===== config.mk =====
export PLATFORM = sky130hd
export DESIGN_NAME = mem_bus_arbiter
export DESIGN_NICKNAME = d
export VERILOG_FILES = /design/src/rtl/mem_bus_arbiter_pkg.sv /design/src/rtl/mem_bus_arbiter_rr_arb2.sv /design/src/rtl/mem_bus_arbiter.sv
export SDC_FILE = /design/constraint.sdc
export NUM_CORES = 1
export LEC_CHECK = 0
export ABC_CLOCK_PERIOD_IN_PS = 2500
export BUFFER_PORTS_ARGS = -buffer_cell sky130_fd_sc_hd__buf_2
export CAP_MARGIN = 30
export CORE_ASPECT_RATIO = 1.75
export CORE_UTILIZATION = 47
export DETAILED_ROUTE_END_ITERATION = 8
export PLACE_DENSITY = 0.79
export SLEW_MARGIN = 15
export SYNTH_ARGS = -nofsm -noshare
export SYNTH_HDL_FRONTEND = slang
export SYNTH_SLANG_ARGS = --single-unit

===== constraint.sdc =====
create_clock -name clk -period 2.5 [get_ports clk]
set_clock_uncertainty 0.05 [all_clocks]
set_input_delay 0.5 -clock clk [delete_from_list [all_inputs] [get_ports clk]]
set_output_delay 0.5 -clock clk [all_outputs]
set_load 0.01 [all_outputs]

===== src/rtl/mem_bus_arbiter_pkg.sv =====
// Shared bus command codes, decode bases and arbiter state encoding.
package mem_bus_arbiter_pkg;

  localparam logic [1:0] M_NONE  = 2'b00;
  localparam logic [1:0] M_READ  = 2'b01;
  localparam logic [1:0] M_WRITE = 2'b10;

  localparam logic [8:0] SW_BASE  = 9'h140;
  localparam logic [8:0] LED_BASE = 9'h100;

  typedef enum logic [1:0] {
    S_IDLE  = 2'd0,
    S_ISSUE = 2'd1,
    S_WAIT  = 2'd2,
    S_RESP  = 2'd3
  } state_e;

  // Only read and write are real bus operations; 00/11 are never granted.
  function automatic logic cmd_legal(input logic [1:0] c);
    return (c == M_READ) || (c == M_WRITE);
  endfunction

endpackage


===== src/rtl/mem_bus_arbiter_rr_arb2.sv =====
// Two-way round-robin pick: on a tie the master that did not win last time goes.
module rr_arb2 (
  input  logic [1:0] eligible,
  input  logic       last_grant,
  output logic       sel,
  output logic       any
);

  // Single requester wins outright; a tie flips away from last_grant.
  always_comb begin
    any = |eligible;
    sel = eligible[1];
    if (&eligible) sel = ~last_grant;
  end

endmodule


===== src/rtl/mem_bus_arbiter.sv =====
// Two-master arbiter/sequencer for the shared memory/I-O bus. One transaction
// at a time; bus fields are latched in IDLE so masters may change inputs freely
// once granted.
module mem_bus_arbiter
  import mem_bus_arbiter_pkg::*;
#(
  parameter int RD_LAT = 0,
  parameter int AW     = 9,
  parameter int DW     = 16
) (
  input  logic          clk,
  input  logic          reset_n,
  input  logic          m0_req,
  input  logic [1:0]    m0_cmd,
  input  logic [AW-1:0] m0_addr,
  input  logic [DW-1:0] m0_wdata,
  output logic          m0_gnt,
  output logic          m0_rvalid,
  output logic [DW-1:0] m0_rdata,
  input  logic          m1_req,
  input  logic [1:0]    m1_cmd,
  input  logic [AW-1:0] m1_addr,
  input  logic [DW-1:0] m1_wdata,
  output logic          m1_gnt,
  output logic          m1_rvalid,
  output logic [DW-1:0] m1_rdata,
  output logic [1:0]    mem_cmd,
  output logic [AW-1:0] mem_addr,
  output logic [DW-1:0] write_data,
  input  logic [DW-1:0] read_data,
  output logic          busy
);

  // WAIT counts down from RD_LAT-1 to 0; unused when RD_LAT is 0.
  localparam logic [2:0] CNT_INIT = (RD_LAT > 0) ? 3'(RD_LAT - 1) : 3'd0;

  state_e               state_q, state_d;
  logic                 owner_q, owner_d;
  logic                 last_grant_q, last_grant_d;
  logic [2:0]           cnt_q, cnt_d;
  logic [1:0]           mem_cmd_q, mem_cmd_d;
  logic [AW-1:0]        mem_addr_q, mem_addr_d;
  logic [DW-1:0]        wdata_q, wdata_d;
  logic [1:0]           gnt_q, gnt_d;
  logic [1:0]           rvalid_q, rvalid_d;
  logic [1:0][DW-1:0]   rdata_q, rdata_d;
  logic                 busy_q, busy_d;

  logic [1:0]           eligible;
  logic                 sel, any, sample;

  assign eligible = {m1_req & cmd_legal(m1_cmd), m0_req & cmd_legal(m0_cmd)};

  rr_arb2 u_arb (
    .eligible   (eligible),
    .last_grant (last_grant_q),
    .sel        (sel),
    .any        (any)
  );

  // Next-state and registered-output logic; sample captures read_data and
  // moves to RESP with the bus returned to idle.
  always_comb begin
    state_d      = state_q;
    owner_d      = owner_q;
    last_grant_d = last_grant_q;
    cnt_d        = cnt_q;
    mem_cmd_d    = mem_cmd_q;
    mem_addr_d   = mem_addr_q;
    wdata_d      = wdata_q;
    gnt_d        = '0;
    rvalid_d     = '0;
    rdata_d      = rdata_q;
    sample       = 1'b0;
    unique case (state_q)
      S_IDLE: begin
        mem_cmd_d  = M_NONE;
        mem_addr_d = '0;
        wdata_d    = '0;
        if (any) begin
          mem_cmd_d    = sel ? m1_cmd   : m0_cmd;
          mem_addr_d   = sel ? m1_addr  : m0_addr;
          wdata_d      = sel ? m1_wdata : m0_wdata;
          owner_d      = sel;
          last_grant_d = sel;
          gnt_d[sel]   = 1'b1;
          state_d      = S_ISSUE;
        end
      end
      S_ISSUE: begin
        if (mem_cmd_q == M_WRITE) begin
          state_d    = S_IDLE;
          mem_cmd_d  = M_NONE;
          mem_addr_d = '0;
          wdata_d    = '0;
        end else if (RD_LAT == 0) begin
          sample = 1'b1;
        end else begin
          cnt_d   = CNT_INIT;
          state_d = S_WAIT;
        end
      end
      S_WAIT: begin
        if (cnt_q == 3'd0) sample = 1'b1;
        else               cnt_d  = cnt_q - 3'd1;
      end
      S_RESP: state_d = S_IDLE;
      default: state_d = S_IDLE;
    endcase
    if (sample) begin
      rdata_d[owner_q]  = read_data;
      rvalid_d[owner_q] = 1'b1;
      mem_cmd_d         = M_NONE;
      mem_addr_d        = '0;
      wdata_d           = '0;
      state_d           = S_RESP;
    end
    busy_d = (state_d != S_IDLE);
  end

  // State and output registers; reset aborts any transaction in flight.
  always_ff @(posedge clk or negedge reset_n) begin
    if (!reset_n) begin
      state_q      <= S_IDLE;
      owner_q      <= 1'b0;
      last_grant_q <= 1'b1;
      cnt_q        <= '0;
      mem_cmd_q    <= M_NONE;
      mem_addr_q   <= '0;
      wdata_q      <= '0;
      gnt_q        <= '0;
      rvalid_q     <= '0;
      rdata_q      <= '0;
      busy_q       <= 1'b0;
    end else begin
      state_q      <= state_d;
      owner_q      <= owner_d;
      last_grant_q <= last_grant_d;
      cnt_q        <= cnt_d;
      mem_cmd_q    <= mem_cmd_d;
      mem_addr_q   <= mem_addr_d;
      wdata_q      <= wdata_d;
      gnt_q        <= gnt_d;
      rvalid_q     <= rvalid_d;
      rdata_q      <= rdata_d;
      busy_q       <= busy_d;
    end
  end

  assign m0_gnt     = gnt_q[0];
  assign m1_gnt     = gnt_q[1];
  assign m0_rvalid  = rvalid_q[0];
  assign m1_rvalid  = rvalid_q[1];
  assign m0_rdata   = rdata_q[0];
  assign m1_rdata   = rdata_q[1];
  assign mem_cmd    = mem_cmd_q;
  assign mem_addr   = mem_addr_q;
  assign write_data = wdata_q;
  assign busy       = busy_q;

endmodule


== Word level (Yosys, flattened, before mapping) ==
Index checks and enable logic that the tools add are counted.
Operators by class
  $lt $le $gt $ge: 4
  reduce and logical (&&, ||, !) cells: 13
  bitwise logic cells: 4
  $add $sub $neg: 1
  multiplexer cells: 33
  eq/ne operators: 9
Operator list (number)
  16-bit 2-to-1 mux: 5
  9-bit 2-to-1 mux: 4
  32-bit bitwise mux: 1
  16-bit one-hot mux with 2 select lines: 1
  2-bit 2-to-1 mux: 10
  9-bit one-hot mux with 2 select lines: 1
  16-bit demux with 1-bit select: 1
  2-bit == test (second input constant): 5
  2-bit AND reduction: 4
  2-bit by 1-bit == test with 1-bit output (second input constant): 3
  2-bit one-hot mux with 3 select lines: 1
  1-bit 2-to-1 mux: 5
  1-bit by 2-bit < comparator with 1-bit output (second input constant): 2
  2-bit one-hot mux with 2 select lines: 1
  3-bit logical NOT: 1
  3-bit != test (second input constant): 1
  3-bit nonzero test: 1
  3-bit by 1-bit subtractor with 3-bit output (second input constant): 1
  1-bit bitwise AND: 2
  1-bit demux with 1-bit select: 2
  1-bit >= comparator (second input constant): 2
  1-bit logical AND: 2
  2-bit logical NOT: 1
  1-bit logical OR: 2
  4 further kinds: 5
Storage, ports and cells
  word-level logic and storage cells: 76
  register bits: 71
  output and inout port bits: 64
  input port bits: 74

== Longest topological paths before layout ==
  depth in word-level cells: 11
  gate-level depth with buffers: 8

== Modules after synthesis ==
A second synthesis with hierarchy kept.
Unflattened totals
  cell total of the unflattened synthesis: 273
  area total of the unflattened synthesis: 3241.9 um2
By module, submodules not included
  mem_bus_arbiter: sequential area each 1778.0 um2, cells an instance 271, instances 1, area each 3228.1 um2
  rr_arb2: sequential area each 0.0 um2, cells an instance 2, instances 1, area each 13.8 um2

== Least setup slack after synthesis ==
Ideal clock, no wire load.
  path kind: register to register
  start point: register state_q[0]
  end point: register rdata_q (netlist bit m0_rdata[10])
  cell stages (with the launch flop): 8
  arrival: 1763 ps
  path buffers: 1
  library setup time: 125 ps
  setup slack: 562 ps
  period minus slack after synthesis: 1938 ps
  cell sequence: dfrtp_1 > inv_1 > ha_1 > and3b_2 > a21oi_2 > nor3b_4 > buf_12 > mux2_4
On the way
  word-level cells in the longest chain between the ends: 2
Ends and longest elaborated chain
  from (decl): RTL line mem_bus_arbiter.sv:37  | state_e state_q, state_d;
  from (signal assigned): RTL line mem_bus_arbiter.sv:136  | state_q <= state_d;
  2-bit == test / 2-bit by 1-bit == test with 1-bit output (equally long branches): RTL line mem_bus_arbiter.sv:75  | unique case (state_q)
  1-bit one-hot mux with 2 select lines (*): RTL line mem_bus_arbiter.sv:75
  to (signal assigned): RTL line mem_bus_arbiter.sv:145  | rdata_q <= rdata_d;
  to (decl): RTL line mem_bus_arbiter.sv:46  | logic [1:0][DW-1:0] rdata_q, rdata_d;
Every way passes the cells marked *; elsewhere a longest branch is shown, timed or not.
A chain may end at the register's enable or synchronous reset.

== Final worst setup path ==
  start point: register state_q[0]
  end point: register rdata_q (netlist bit m0_rdata[0])
Same word-level chain as after synthesis.

==> impl_metrics.env <==
export IMPL_status="completed"
export IMPL_hold_path_class="in2async"
export IMPL_critPathMaxFanout=17
export IMPL_grt_remaining_overflow=0
export IMPL_synth_seq_cells=71
export IMPL_synth_warnings=0
export IMPL_start_util=0.484
export IMPL_final_cells=447
export IMPL_critPathCaptureType="register"
export IMPL_cts_sinks=71
export IMPL_comb_power_share=0.427
export IMPL_cts_buffer_depth=2
export IMPL_clock_latency_ps=320
export IMPL_diodes=0
export IMPL_htreeDepth=3
export IMPL_synth_compound_area_frac=0.110
export IMPL_rsz0062_at_grt="false"
export IMPL_cell_internal_pwr_mw=3.45
export IMPL_hpwl_mm=5.05
export IMPL_setup_violations=0
export IMPL_mostFrequentLayoutCells="buf_2, dfrtp_1, mux2i_1, o2bb2ai_1, mux2_2"
export IMPL_grt_pass1_vias=2282
export IMPL_grt_max_degree=42
export IMPL_crit_chain="inv_1 > ha_1 > and3b_2 > a21oi_2 > nor3b_4 > buf_4 > mux2_2"
export IMPL_ctsRootBufferMaster="clkbuf_16"
export IMPL_postCtsSetupBuffers=0
export IMPL_drtIter0Drc=84
export IMPL_syn_avg_cell_area_um2=14.4
export IMPL_slew_viol_final=0
export IMPL_antenna_found_initial=0
export IMPL_vias=2266
export IMPL_avgViaCountPerCell=5.07
export IMPL_synthAdderAreaFrac=0.0239
export IMPL_die_w_um=63.8
export IMPL_synthSimpleGateAreaFrac=0.0418
export IMPL_yosys_most_used_dff="dfrtp_1"
export IMPL_ctsResizeCount=0
export IMPL_finalNetCount=441
export IMPL_fin_crit_sh=0.805
export IMPL_port_buffers=137
export IMPL_place_congestion=0.753
export IMPL_syn_area_mm2=0.00314
export IMPL_whs_ps=175
export IMPL_period_minus_slack_ps=2010
export IMPL_arrival_ps=2170
export IMPL_max_vdd_ir_drop_v=0.000795
export IMPL_syn_inst=218
export IMPL_wire_per_inst_um=14.9
export IMPL_pin_count=138
export IMPL_synth_edf_count=0
export IMPL_path_clk_slew_ps=50
export IMPL_first_pass_iters=6
export IMPL_synthXorXnorAreaFrac=0.00837
export IMPL_p_per_area_mw_per_mm2=1270
export IMPL_syn_to_final_growth_pct=32.4
export IMPL_finalHoldViolations=0
export IMPL_finish_utilization=0.640
export IMPL_async_reset_ff_frac=1.00
export IMPL_core_area_mm2=0.00649
export IMPL_wirelength_mm=6.66
export IMPL_drc=0
export IMPL_cts_buffers=9
export IMPL_max_slew_margin_rel=0.526
export IMPL_die_h_um=110
export IMPL_tns_ps=0
export IMPL_layout_drive_gt1_share=0.532
export IMPL_placementRows=39
export IMPL_dp_cells=432
export IMPL_ant_nets=0
export IMPL_clock_fmax_mhz=497
export IMPL_power_frac_seq=0.362
export IMPL_yosys_cell_types_count=37
export IMPL_muxShareOfSynthArea=0.212
export IMPL_switching_share=0.345
export IMPL_fillers=516
export IMPL_synth_top_family_by_area="multiplexers"
export IMPL_crit_slowest_cell="dfrtp_1"
export IMPL_grt_use_total=0.201
export IMPL_ys_seq_area_frac=0.566
export IMPL_p_leak_nw=2.25
export IMPL_maxCapViolCount=0
export IMPL_die_area_mm2=0.00703
export IMPL_hold_buffers=0
export IMPL_tightest_slew_ps=712
export IMPL_grt_pass1_wl_mm=10.6
export IMPL_syn_nets=298
export IMPL_switching_power_mw=1.82
export IMPL_cts_tree="built"
export IMPL_critical_path_class="reg2reg"
export IMPL_crit_path_start_kind="register"
export IMPL_cpPeakStageDelay_ps=390
export IMPL_clockPowerShare=0.211
export IMPL_final_common_cell="buf_2"
export IMPL_cp_required_ps=2650
## metrics by stage
step,total power [mW],cell area [um2],setup WS [ps]
3_5_place_dp,4.20,3900,478
5_1_grt,5.60,4160,362
2_1_floorplan,3.47,3140,562
6_report,5.27,4160,487
3_3_place_gp,4.11,3900,570
4_1_cts,5.33,4160,473
## final cells by class
class / instances / area (um2) / share of cell area
timing repair buffer: 143 / 743 / 0.179
clock inverter: 1 / 5.00 / 0.00120
inverter: 8 / 30.0 / 0.00722
multi-input combinational: 128 / 1240 / 0.299
sequential: 71 / 1780 / 0.428
clock buffer: 14 / 254 / 0.0611
tap: 82 / 103 / 0.0247
## critical path: cells and delay by family, from the launching register on
family | cells | cell delay [ps]
AO/OA/AOI/OAI | 1 | 60
adder cells (fa/ha/maj) | 1 | 200
buffers and inverters | 2 | 420
flip-flops | 1 | 390
multiplexers | 1 | 380
AND/OR/NAND/NOR | 2 | 390
## worst paths after layout
path,startpoint,endpoint,slack (ps),depth (start not counted)
setup / recovery,state_q[0],m0_rdata[0],490,7
setup reg to reg,state_q[0],m0_rdata[0],490,7
max in group asynchronous,reset_n,write_data[13],1570,2
hold / removal,reset_n,write_data[7],170,1
min in group clk,read_data[9],m0_rdata[9],370,2
hold reg to reg,cnt_q[0],cnt_q[0],420,1
## kinds of logic after synthesis
kind of cell,after synthesis
buffers and inverters,19
AOI/OAI and AO/OA,43
and+or+nand+nor,17
xor gates and xnor gates,3
adders and majority gates,6
DFF,71
muxes,59
## layer usage
| metal | track usage | vias up | share of wire |
|---|---|---|---|
| met5 | 0 | - | 0 |
| met4 | 0.114 | 0 | 0.022 |
| met3 | 0.0473 | 10 | 0.054 |
| met2 | 0.351 | 87 | 0.54 |
| met1 | 0.223 | 1087 | 0.38 |
| li1 | - | 1082 | - |
## flip-flops by register name, summed over array words and instances (netlist names)
signal / cells
busy: 1
cnt_q: 3
gnt_q: 2
last_grant_q: 1
m0_rdata: 16
m1_rdata: 16
mem_addr: 9
mem_cmd: 2
owner_q: 1
rvalid_q: 2
state_q: 2
write_data: 16
## cell usage after synthesis, types with 3 or more instances
| library cell | instances | share of area |
|---|---|---|
| dfrtp_1 | 70 | 0.56 |
| mux2i_1 | 27 | 0.086 |
| o2bb2ai_1 | 27 | 0.075 |
| mux2_2 | 23 | 0.082 |
| mux2_4 | 9 | 0.043 |
| inv_1 | 8 | 0.0096 |
| ha_1 | 6 | 0.024 |
| o21ai_0 | 5 | 0.0080 |
| buf_2 | 4 | 0.0064 |
| buf_4 | 3 | 0.0072 |
| nand2_1 | 3 | 0.0036 |
## power groups by stage
stage                     combinational, mW  sequential (mW)  clock, mW
final                                  2.25             1.91       1.11
after global routing                   2.45             1.97       1.18
after CTS                              2.28             1.91       1.13
after detailed placement               2.28             1.92          0
after global placement                 2.21             1.90          0
after floorplan                        1.34             2.13          0
No activity file was read; power rests on OpenSTA's default activity.
